File: src/rtl/bullet_pool_pkg.sv
// bullet_pool_pkg: shared widths, slot count, off-screen sentinels and the
// bullet position payload used by the bullet pool and the collision stage.
package bullet_pool_pkg;

    localparam int unsigned NUM_SLOTS = 8;
    localparam int unsigned X_W       = 11;
    localparam int unsigned Y_W       = 10;
    localparam int unsigned SLOT_W    = 3;

    // Off-screen position driven by inactive slots so they never collide.
    localparam logic signed [X_W-1:0] SENT_X = X_W'(-16);
    localparam logic signed [Y_W-1:0] SENT_Y = Y_W'(-16);

    typedef struct packed {
        logic signed [X_W-1:0] x;
        logic signed [Y_W-1:0] y;
    } bullet_pos_t;

    // One frame of upward travel, one bit wider so leaving the top shows as a negative result.
    function automatic logic signed [Y_W:0] step_up(
        input logic signed [Y_W-1:0] y,
        input int unsigned           speed
    );
        return (Y_W+1)'(y) - (Y_W+1)'(speed);
    endfunction

endpackage

File: src/rtl/bullet_pool_if.sv
// bullet_pool_if: shot requests, kill reports and per-slot bullet positions.
//   master: frame_tick, fire, gun_x, gun_y, kill_valid, kill_slot out; positions/status in
//   slave : the bullet pool side of the same signals
interface bullet_pool_if;
    import bullet_pool_pkg::*;

    logic                         frame_tick;
    logic                         fire;
    logic signed [X_W-1:0]        gun_x;
    logic signed [Y_W-1:0]        gun_y;
    logic                         kill_valid;
    logic [SLOT_W-1:0]            kill_slot;
    logic [X_W*NUM_SLOTS-1:0]     bullet_x_flat;
    logic [Y_W*NUM_SLOTS-1:0]     bullet_y_flat;
    logic [NUM_SLOTS-1:0]         active;
    logic                         fire_ack;
    logic                         pool_full;

    modport master (
        output frame_tick, fire, gun_x, gun_y, kill_valid, kill_slot,
        input  bullet_x_flat, bullet_y_flat, active, fire_ack, pool_full
    );

    modport slave (
        input  frame_tick, fire, gun_x, gun_y, kill_valid, kill_slot,
        output bullet_x_flat, bullet_y_flat, active, fire_ack, pool_full
    );

endinterface

File: src/rtl/bullet_pool_free_slot_finder.sv
// free_slot_finder: combinational lowest-zero priority encoder over the live vector.
//   active     : live slot vector
//   free_slot_c: lowest-index free slot (0 when none is free)
//   any_free_c : at least one slot is free
module free_slot_finder
    import bullet_pool_pkg::*;
(
    input  logic [NUM_SLOTS-1:0] active,
    output logic [SLOT_W-1:0]    free_slot_c,
    output logic                 any_free_c
);

    // Scan from the top down so the lowest free index is the last one written.
    always_comb begin
        free_slot_c = '0;
        any_free_c  = 1'b0;
        for (int i = NUM_SLOTS - 1; i >= 0; i--) begin
            if (!active[i]) begin
                free_slot_c = SLOT_W'(i);
                any_free_c  = 1'b1;
            end
        end
    end

endmodule

File: src/rtl/bullet_pool.sv
// bullet_pool: owns the bullet slots; allocates on accepted shots, moves live
// bullets up once per frame, retires bullets leaving the top or reported hit.
//   clk, reset : clock, synchronous active-high reset
//   bus (slave): frame_tick, fire, gun_x/gun_y, kill_valid/kill_slot in;
//                bullet_x_flat/bullet_y_flat, active, fire_ack, pool_full out
module bullet_pool
    import bullet_pool_pkg::*;
#(
    parameter int unsigned           NUM_SLOTS = bullet_pool_pkg::NUM_SLOTS,
    parameter int unsigned           SPEED     = 4,
    parameter int unsigned           COOLDOWN  = 8,
    parameter int unsigned           SCREEN_W  = 640,
    parameter logic signed [X_W-1:0] SENT_X    = bullet_pool_pkg::SENT_X,
    parameter logic signed [Y_W-1:0] SENT_Y    = bullet_pool_pkg::SENT_Y
) (
    input  logic          clk,
    input  logic          reset,
    bullet_pool_if.slave  bus
);

    localparam int unsigned CD_W = (COOLDOWN < 1) ? 1 : $clog2(COOLDOWN + 1);

    logic [NUM_SLOTS-1:0]     act_q;
    logic [NUM_SLOTS-1:0]     act_d;
    bullet_pos_t              pos_q [NUM_SLOTS];
    logic [CD_W-1:0]          cd_q;
    logic                     fire_ack_q;
    logic                     pool_full_q;
    logic [SLOT_W-1:0]        free_slot_c;
    logic                     any_free_c;
    logic                     gun_ok_c;
    logic                     accept_c;
    logic [X_W*NUM_SLOTS-1:0] x_flat;
    logic [Y_W*NUM_SLOTS-1:0] y_flat;

    // Allocation always looks at the registered live vector.
    free_slot_finder u_finder (
        .active      (act_q),
        .free_slot_c (free_slot_c),
        .any_free_c  (any_free_c)
    );

    // Muzzle must be on screen: 0 <= gun_x < SCREEN_W and gun_y >= 0.
    always_comb begin
        gun_ok_c = !bus.gun_x[X_W-1]
                && (32'(bus.gun_x[X_W-2:0]) < SCREEN_W)
                && !bus.gun_y[Y_W-1];
        accept_c = bus.fire && (cd_q == '0) && any_free_c && gun_ok_c;
    end

    for (genvar i = 0; i < NUM_SLOTS; i++) begin : g_slot
        logic               slot_act_q;
        logic               slot_act_d;
        bullet_pos_t        slot_pos_q;
        bullet_pos_t        slot_pos_d;
        logic               kill_hit_c;
        logic               alloc_hit_c;
        logic signed [Y_W:0] y_up_c;

        // Slot update priority: kill, then allocation, then frame movement.
        always_comb begin
            kill_hit_c  = bus.kill_valid && (bus.kill_slot == SLOT_W'(i)) && slot_act_q;
            alloc_hit_c = accept_c && (free_slot_c == SLOT_W'(i));
            y_up_c      = step_up(slot_pos_q.y, SPEED);
            slot_act_d  = slot_act_q;
            slot_pos_d  = slot_pos_q;
            if (kill_hit_c) begin
                slot_act_d = 1'b0;
                slot_pos_d = '{x: SENT_X, y: SENT_Y};
            end else if (alloc_hit_c) begin
                slot_act_d = 1'b1;
                slot_pos_d = '{x: bus.gun_x, y: bus.gun_y};
            end else if (bus.frame_tick && slot_act_q) begin
                if (y_up_c[Y_W]) begin
                    slot_act_d = 1'b0;
                    slot_pos_d = '{x: SENT_X, y: SENT_Y};
                end else begin
                    slot_pos_d.y = y_up_c[Y_W-1:0];
                end
            end
        end

        always_ff @(posedge clk) begin
            if (reset) begin
                slot_act_q <= 1'b0;
                slot_pos_q <= '{x: SENT_X, y: SENT_Y};
            end else begin
                slot_act_q <= slot_act_d;
                slot_pos_q <= slot_pos_d;
            end
        end

        assign act_q[i] = slot_act_q;
        assign act_d[i] = slot_act_d;
        assign pos_q[i] = slot_pos_q;
    end

    // Shot cooldown; a load on acceptance beats a same-cycle frame decrement.
    always_ff @(posedge clk) begin
        if (reset) begin
            cd_q <= '0;
        end else if (accept_c) begin
            cd_q <= CD_W'(COOLDOWN);
        end else if (bus.frame_tick && (cd_q != '0)) begin
            cd_q <= cd_q - CD_W'(1);
        end
    end

    // Status flags track the next-state live vector.
    always_ff @(posedge clk) begin
        if (reset) begin
            fire_ack_q  <= 1'b0;
            pool_full_q <= 1'b0;
        end else begin
            fire_ack_q  <= accept_c;
            pool_full_q <= &act_d;
        end
    end

    // Pack slot positions, slot i in the i-th field.
    always_comb begin
        x_flat = '0;
        y_flat = '0;
        for (int i = 0; i < NUM_SLOTS; i++) begin
            x_flat[i*X_W +: X_W] = pos_q[i].x;
            y_flat[i*Y_W +: Y_W] = pos_q[i].y;
        end
    end

    assign bus.bullet_x_flat = x_flat;
    assign bus.bullet_y_flat = y_flat;
    assign bus.active        = act_q;
    assign bus.fire_ack      = fire_ack_q;
    assign bus.pool_full     = pool_full_q;

endmodule

File: src/flat_wrapper.sv
// flat-port wrapper written by rule: the top's interface ports become plain ports
module bullet_pool_flat import bullet_pool_pkg::*;
#(
    parameter int unsigned           NUM_SLOTS = bullet_pool_pkg::NUM_SLOTS,
    parameter int unsigned           SPEED     = 4,
    parameter int unsigned           COOLDOWN  = 8,
    parameter int unsigned           SCREEN_W  = 640,
    parameter logic signed [X_W-1:0] SENT_X    = bullet_pool_pkg::SENT_X,
    parameter logic signed [Y_W-1:0] SENT_Y    = bullet_pool_pkg::SENT_Y
)
  (clk, reset, bus_frame_tick, bus_fire, bus_gun_x, bus_gun_y, bus_kill_valid, bus_kill_slot, bus_bullet_x_flat, bus_bullet_y_flat, bus_active, bus_fire_ack, bus_pool_full);
  bullet_pool_if bus_i ();
  input  logic clk;
  input  logic reset;
  input wire logic [$bits(bus_i.frame_tick)-1:0] bus_frame_tick;
  input wire logic [$bits(bus_i.fire)-1:0] bus_fire;
  input wire logic [$bits(bus_i.gun_x)-1:0] bus_gun_x;
  input wire logic [$bits(bus_i.gun_y)-1:0] bus_gun_y;
  input wire logic [$bits(bus_i.kill_valid)-1:0] bus_kill_valid;
  input wire logic [$bits(bus_i.kill_slot)-1:0] bus_kill_slot;
  output wire logic [$bits(bus_i.bullet_x_flat)-1:0] bus_bullet_x_flat;
  output wire logic [$bits(bus_i.bullet_y_flat)-1:0] bus_bullet_y_flat;
  output wire logic [$bits(bus_i.active)-1:0] bus_active;
  output wire logic [$bits(bus_i.fire_ack)-1:0] bus_fire_ack;
  output wire logic [$bits(bus_i.pool_full)-1:0] bus_pool_full;
  assign bus_i.frame_tick = bus_frame_tick;
  assign bus_i.fire = bus_fire;
  assign bus_i.gun_x = bus_gun_x;
  assign bus_i.gun_y = bus_gun_y;
  assign bus_i.kill_valid = bus_kill_valid;
  assign bus_i.kill_slot = bus_kill_slot;
  assign bus_bullet_x_flat = bus_i.bullet_x_flat;
  assign bus_bullet_y_flat = bus_i.bullet_y_flat;
  assign bus_active = bus_i.active;
  assign bus_fire_ack = bus_i.fire_ack;
  assign bus_pool_full = bus_i.pool_full;
  bullet_pool #(.NUM_SLOTS(NUM_SLOTS), .SPEED(SPEED), .COOLDOWN(COOLDOWN), .SCREEN_W(SCREEN_W), .SENT_X(SENT_X), .SENT_Y(SENT_Y)) u_core (.clk(clk), .reset(reset), .bus(bus_i));
endmodule
File: config.mk
export PLATFORM = sky130hd
export DESIGN_NAME = bullet_pool_flat
export DESIGN_NICKNAME = d
export VERILOG_FILES = /design/src/rtl/bullet_pool_pkg.sv /design/src/rtl/bullet_pool_if.sv /design/src/rtl/bullet_pool_free_slot_finder.sv /design/src/rtl/bullet_pool.sv /design/src/flat_wrapper.sv
export SDC_FILE = /design/constraint.sdc
export NUM_CORES = 1
export LEC_CHECK = 0
export CORE_MARGIN = 2
export CORE_UTILIZATION = 40
export CTS_CLUSTER_SIZE = 24
export DETAILED_ROUTE_END_ITERATION = 6
export PLACE_DENSITY = 0.77
export SETUP_SLACK_MARGIN = 0.15
export SYNTH_ARGS = -nofsm -noshare
export SYNTH_HDL_FRONTEND = slang
export SYNTH_SLANG_ARGS = --single-unit
export TNS_END_PERCENT = 100
File: constraint.sdc
create_clock -name clk -period 2.2 [get_ports clk]
set_input_delay 0.44 -clock clk [delete_from_list [all_inputs] [get_ports clk]]
set_output_delay 0.44 -clock clk [all_outputs]
set_load 0.02 [all_outputs]
# Word-level counts from Yosys, hierarchy flattened
# Cells that the tools add are included.
word_totals:
  regBits: 182
  latch_bits: 0
  ram_bits: 0
  rom_bits: 0
  in_bits: 29
  out_inout_bits: 178
  word_cells: 213
  memories: 0
classes:
  n_addsub: 9
  n_mul: 0
  div: 0
  order_cmp: 1
  n_eq_ne: 14
  shift: 0
  n_mux: 82
  bitwise: 0
  n_reduce_logical: 79
ops:
  columns: ["operator", "n"]
  rows:
  - ["two-way mux 21 bit", 16]
  - ["two-way mux 11 bit", 8]
  - ["subtractor 10 x 4 -> 11 bit (second input constant)", 8]
  - ["two-way mux 10 bit", 8]
  - ["two-way mux 1 bit", 40]
  - ["logical AND 1 bit", 38]
  - ["nonzero test 2 bit", 17]
  - ["== test 3 bit (second input constant)", 8]
  - ["two-way mux 3 bit", 8]
  - ["OR reduction 2 bit", 9]
  - ["AND reduction 2 bit", 8]
  - ["== test 3 x 2 -> 1 bit (second input constant)", 4]
  - ["less-than comparator 10 bit (second input constant)", 1]
  - ["two-way mux 4 bit", 2]
  - ["AND reduction 8 bit", 1]
  - ["== test 3 x 1 -> 1 bit (second input constant)", 2]
  - ["logical NOT 3 bit", 2]
  - ["logical NOT 4 bit", 1]
  - ["nonzero test 4 bit", 1]
  - ["subtractor 4 x 1 -> 4 bit (second input constant)", 1]
  - ["logical NOT 1 bit", 2]

# Depth between registers and ports, before layout
logic_depth:
  word_depth: 14
  ltp_mapped: 9
  mapped_depth_nobuf: 7

# Cells and area by module
# From an unflattened synthesis, not the netlist that was laid out.
hier_totals:
  hier_cells: 949
  hier_area_um2: 8304.2
modules_own_cells:
  columns: ["module", "n_inst", "cells_each", "area_per_inst_um2", "seq_area_each_um2"]
  rows:
  - ["bullet_pool", 1, 935, 8226.6, 3643.5]
  - ["free_slot_finder", 1, 14, 77.6, 0.0]

# Worst setup path after synthesis
# Ideal clock, no wire load.
synth_path:
  path_type: "register -> register"
  startpoint: "register u_core.g_slot[1].slot_pos_q (netlist bit u_core.bus.bullet_y_flat[12])"
  endpoint: "register u_core.pool_full_q (netlist: u_core.bus.pool_full)"
  setup_ns: 0.124
  arrival_ns: 1.911
  t_required_ns: 2.076
  slack_ns: 0.165
  path_stages_with_launch: 8
  path_buffers: 0
  synth_period_minus_slack_ns: 2.035
  path_cell_list: "dfxtp_1 > inv_1 > ha_1 > or4b_1 > o41ai_2 > nand2_1 > o211ai_1 > nor4b_2"
synth_via:
  elab_chain_cells: 6
synth_lines:
  columns: ["element", "line_no", "rtl"]
  rows:
  - ["start, declared", "bullet_pool.sv:54", "bullet_pos_t slot_pos_q;"]
  - ["start signal, assigned", "bullet_pool.sv:86", "slot_pos_q <= '{x: SENT_X, y: SENT_Y};"]
  - ["start signal, assigned", "bullet_pool.sv:89", "slot_pos_q <= slot_pos_d;"]
  - ["subtractor 10 x 4 -> 11 bit", "bullet_pool_pkg.sv:24", "return (Y_W+1)'(y) - (Y_W+1)'(speed);"]
  - ["two-way mux 1 bit", "bullet_pool.sv:74", "if (y_up_c[Y_W]) begin"]
  - ["two-way mux 1 bit", "bullet_pool.sv:73", "end else if (bus.frame_tick && slot_act_q) begin"]
  - ["two-way mux 1 bit", "bullet_pool.sv:70", "end else if (alloc_hit_c) begin"]
  - ["two-way mux 1 bit", "bullet_pool.sv:67", "if (kill_hit_c) begin"]
  - ["AND reduction 8 bit", "bullet_pool.sv:116", "pool_full_q <= &act_d;"]
  - ["end signal, assigned", "bullet_pool.sv:116", null]
  - ["end, declared", "bullet_pool.sv:28", "logic pool_full_q;"]
# Every way passes these cells.
# A chain may end at the register's enable or synchronous reset.

# Final worst setup path
layout_path:
  startpoint: "register u_core.g_slot[2].slot_pos_q (netlist bit u_core.bus.bullet_y_flat[26])"
  endpoint: "output bus_bullet_y_flat[26]"
layout_lines:
  columns: ["element", "line_no", "rtl"]
  rows:
  - ["start, declared", "bullet_pool.sv:54", null]
  - ["start signal, assigned", "bullet_pool.sv:86", null]
  - ["start signal, assigned", "bullet_pool.sv:89", null]
  - ["end, declared", "flat_wrapper.sv:22", "output wire logic [$bits(bus_i.bullet_y_flat)-1:0] bus_bullet_y_flat;"]
# No word-level cell between the ends.

==> summary.md <==
| Metric | Value |
|---|---|
| Status | finished, violations left |
| Failing checks | DRC |
| Number of max-cap violations | 0 |
| Slew margin rel. | 53.5% |
| Share of layout cells above drive strength 1 | 16.4% |
| Pin count of the biggest net entering global routing | 23 |
| Worst R2R Path Depth | 7 |
| Post-route clock period utilization | 92.7% |
| Asr flop ratio synth | 0% |
| DP Cell Count | 1,556 |
| Crit path launch | u_core.bus.bullet_y_flat[26] |
| P_leak | 4.55 nW |
| Area of the core | 21,100 um2 |
| Initial Utilization | 40.8% |
| Post-DP HPWL | 22.5 mm |
| Cells after synthesis | 1,045 |
| Grt met1 use | 37.2% |
| Worst reg-to-reg setup slack | 230 ps |
| Longest Clk Path Bufs | 2 |
| Critical path depth in cells | 1 |
| Final GP Congestion | 0.939 |
| CP Data Required Time | 1760 ps |
| Pre-CTS WS | -273 ps |
| Die Ht | 151 um |
| Min Tclk post-route | 2040 ps |
| Max VDD drop | 0.638 mV |
| Die area | 22,700 um2 |
| Crit end category | primary output |
| Drt wl/cell | 19.9 um |
| RSZ-0062 raised after global routing | yes |
| Yosys reg bits | 182 |
| Cell Rows | 53 |
| Ys flop type | dfxtp_1 |
| Clock power frac | 41.4% |
| Hold-fix buffers at CTS | 0 |
| Most instantiated cells after synthesis | dfxtp_1, nand2_1, nor2_1 |
| Worst-path clk slew | 70 ps |
| Synth Warn # | 0 |
| Final worst-path setup slack | 160 ps |
| TNS Setup | 0 ps |
| NumNets Final | 1,343 |
| Number of global-route vias before repair | 8,631 |
| Antenna-violating nets left | 0 |
| Sequential area share after synthesis | 42.4% |
| Area Overhead vs Synth | 43.6% |
| Critical path's slowest cell | clkdlybuf4s50_1 |
| Final hold vios | 0 |
| Part of the power in registers | 44.2% |
| First-pass GRT wire length | 47.7 mm |
| Post-synth top area cell | dfxtp_1 |
| WP buf/inv | 1 |
| Post-synth cell types | 81 |
| Total clock sinks | 182 |
| Post-Layout Cell Count | 1,593 |
| TritonRoute pass-1 iters | 7 |
| Vias per std cell | 5.85 |
| Worst R2R Start | u_core.g_slot[0].slot_act_q |
| WL final | 31.7 mm |
| Critical-path cell list | clkdlybuf4s50_1 |
| Critical path's largest stage delay | 670 ps |
| Crit Path Category | flip-flop to primary output |
| Vias post-DR | 9,325 |
| Final Slew Violations | 0 |
| Mapped Area | 8600 um2 |
| Worst Tran Pin Value | 695 ps |
| GRT met2 Usage | 42.4% |
| Final Skew | 11.5 ps |
| Clock latency on the worst-skew pair | 440 ps |
| H-tree Lvls | 4 |
| Grt total ovfl | 0 |
| 1st-iter DRT viols | 845 |
| I/O pins | 207 |
| Int Pwr | 5.70 mW |
| Tot GR Track Use | 27.3% |
| Switching share of power | 27.0% |
| Syn Area/Cell | 8.23 um2 |
| Synth top area share | 42.4% |
| Most frequent cell after synthesis | dfxtp_1 |
| CP startpoint kind | flip-flop |
| CTS Root Cell | clkbuf_16 |
| CTS Buf Count | 17 |
| GR Layer Usage met3 | 5.61% |
| Critical Path Fanout Max | 7 |
| Final setup violation count | 0 |
| Delay-heaviest family, CP | buffers and inverters |
| RR Endpoint | u_core.bus.bullet_x_flat[57] |
| Fmax | 490 MHz |
| Die W | 151 um |
| Power share of the combinational group | 14.4% |
| Net count after synthesis | 1,084 |
| GRT Max-Usage Layer | met2 |
| Crit path DAT | 1600 ps |
| Synth area leaders | dfxtp_1, nand2_1, a21oi_1 |
| Initial antenna violation count | 0 |
| Port bufs | 206 |
| Hold Crit Class | flip-flop to flip-flop |
| CTS tree | built |
| NetSw | 2.11 mW |
| DRC violations left | 4 |
| Worst setup path end | bus_bullet_y_flat[26] |
| Power Dens Cells | 632 nW/um2 |
| Post-synth EDFFs | 0 |
worst min path at each step:
stage / startpoint / to / slack [ps] / cells past startpoint
floorplan: u_core.cd_q[1] / u_core.cd_q[1] / 490 / 2
global placement: u_core.bus.bullet_x_flat[29] / u_core.bus.bullet_x_flat[29] / 450 / 2
detailed placement: u_core.bus.bullet_x_flat[8] / u_core.bus.bullet_x_flat[8] / 460 / 2
CTS: u_core.bus.bullet_y_flat[11] / u_core.bus.bullet_y_flat[11] / 470 / 2
global route: u_core.bus.bullet_x_flat[11] / u_core.bus.bullet_x_flat[11] / 490 / 2
finish: u_core.bus.bullet_x_flat[43] / u_core.bus.bullet_x_flat[43] / 480 / 1
layer usage:
layer | share of wire (%) | wire, um
met2 | 45 | 14300
met3 | 9.3 | 2940
met1 | 42 | 13300
met4 | 3.4 | 1070
met5 | 0 | 0
layout make-up:
cell class                 count  area [um2]
sequential                   182        3650
antenna                        1        2.50
timing repair buffer         329        3060
fill                        1853        8740
tap                          275         344
inverter                      24        90.1
clock inverter                12         168
clock buffer                  20         447
multi-input combinational    750        4580
flip-flops by register name, indices dropped and copies added (netlist names):
name,flops
u_core.g_slot.slot_act_q,8
u_core.bus.pool_full,1
u_core.bus.bullet_x_flat,88
u_core.bus.fire_ack,1
u_core.bus.bullet_y_flat,80
u_core.cd_q,4
through the flow:
| step | total power, mW | instance area (um2) | util (%) | hold slack (ps) |
|---|---|---|---|---|
| finish | 7.81 | 12400 | 58.6 | 477 |
| detailed placement | 4.45 | 11500 | 54.7 | 459 |
| global route | 8.05 | 12300 | 58.6 | 492 |
| floorplan | 4.04 | 8600 | - | 491 |
| global placement | 4.43 | 11500 | 54.7 | 452 |
| CTS | 7.71 | 12200 | 57.7 | 471 |
power by group through the flow:
stage	clock, mW	combinational, mW	sequential, mW
2_1_floorplan	0	0.499	3.54
3_3_place_gp	0	0.919	3.51
3_5_place_dp	0	0.941	3.51
4_1_cts	3.26	1.01	3.44
5_1_grt	3.40	1.20	3.45
6_report	3.24	1.12	3.45
repair_timing:
| item | in CTS | in global routing |
|---|---|---|
| endpoints found under the setup margin | 143 | 157 |
| pin swaps | 0 | 13 |
| gates resized for setup | 10 | 45 |
| cloned | 0 | 1 |
| buffers inserted | 2 | 1 |
cells in the final DEF, fill, tap and decap left out, drive strengths merged, types with 12 or more instances in the layout:
cell type / count
clkdlybuf4s50: 190
dfxtp: 182
buf: 123
nand2: 112
nor2: 100
a21oi: 76
nand3: 53
o21ai: 53
nor3: 49
a22oi: 32
o22ai: 32
inv: 28
a31oi: 21
clkbuf: 20
o221ai: 15
o21a: 12
o211ai: 12
cells by family after synthesis:
group,count (synthesis),share of synthesized area (%)
compound gates,335,26.5
xor+xnor,7,0.713
fa+ha+maj,10,1.45
buf+inv,114,5.94
flops,182,42.4
mux,8,0.989
simple gates,389,22.0
Note: power is estimated with default switching activity, not from simulation.
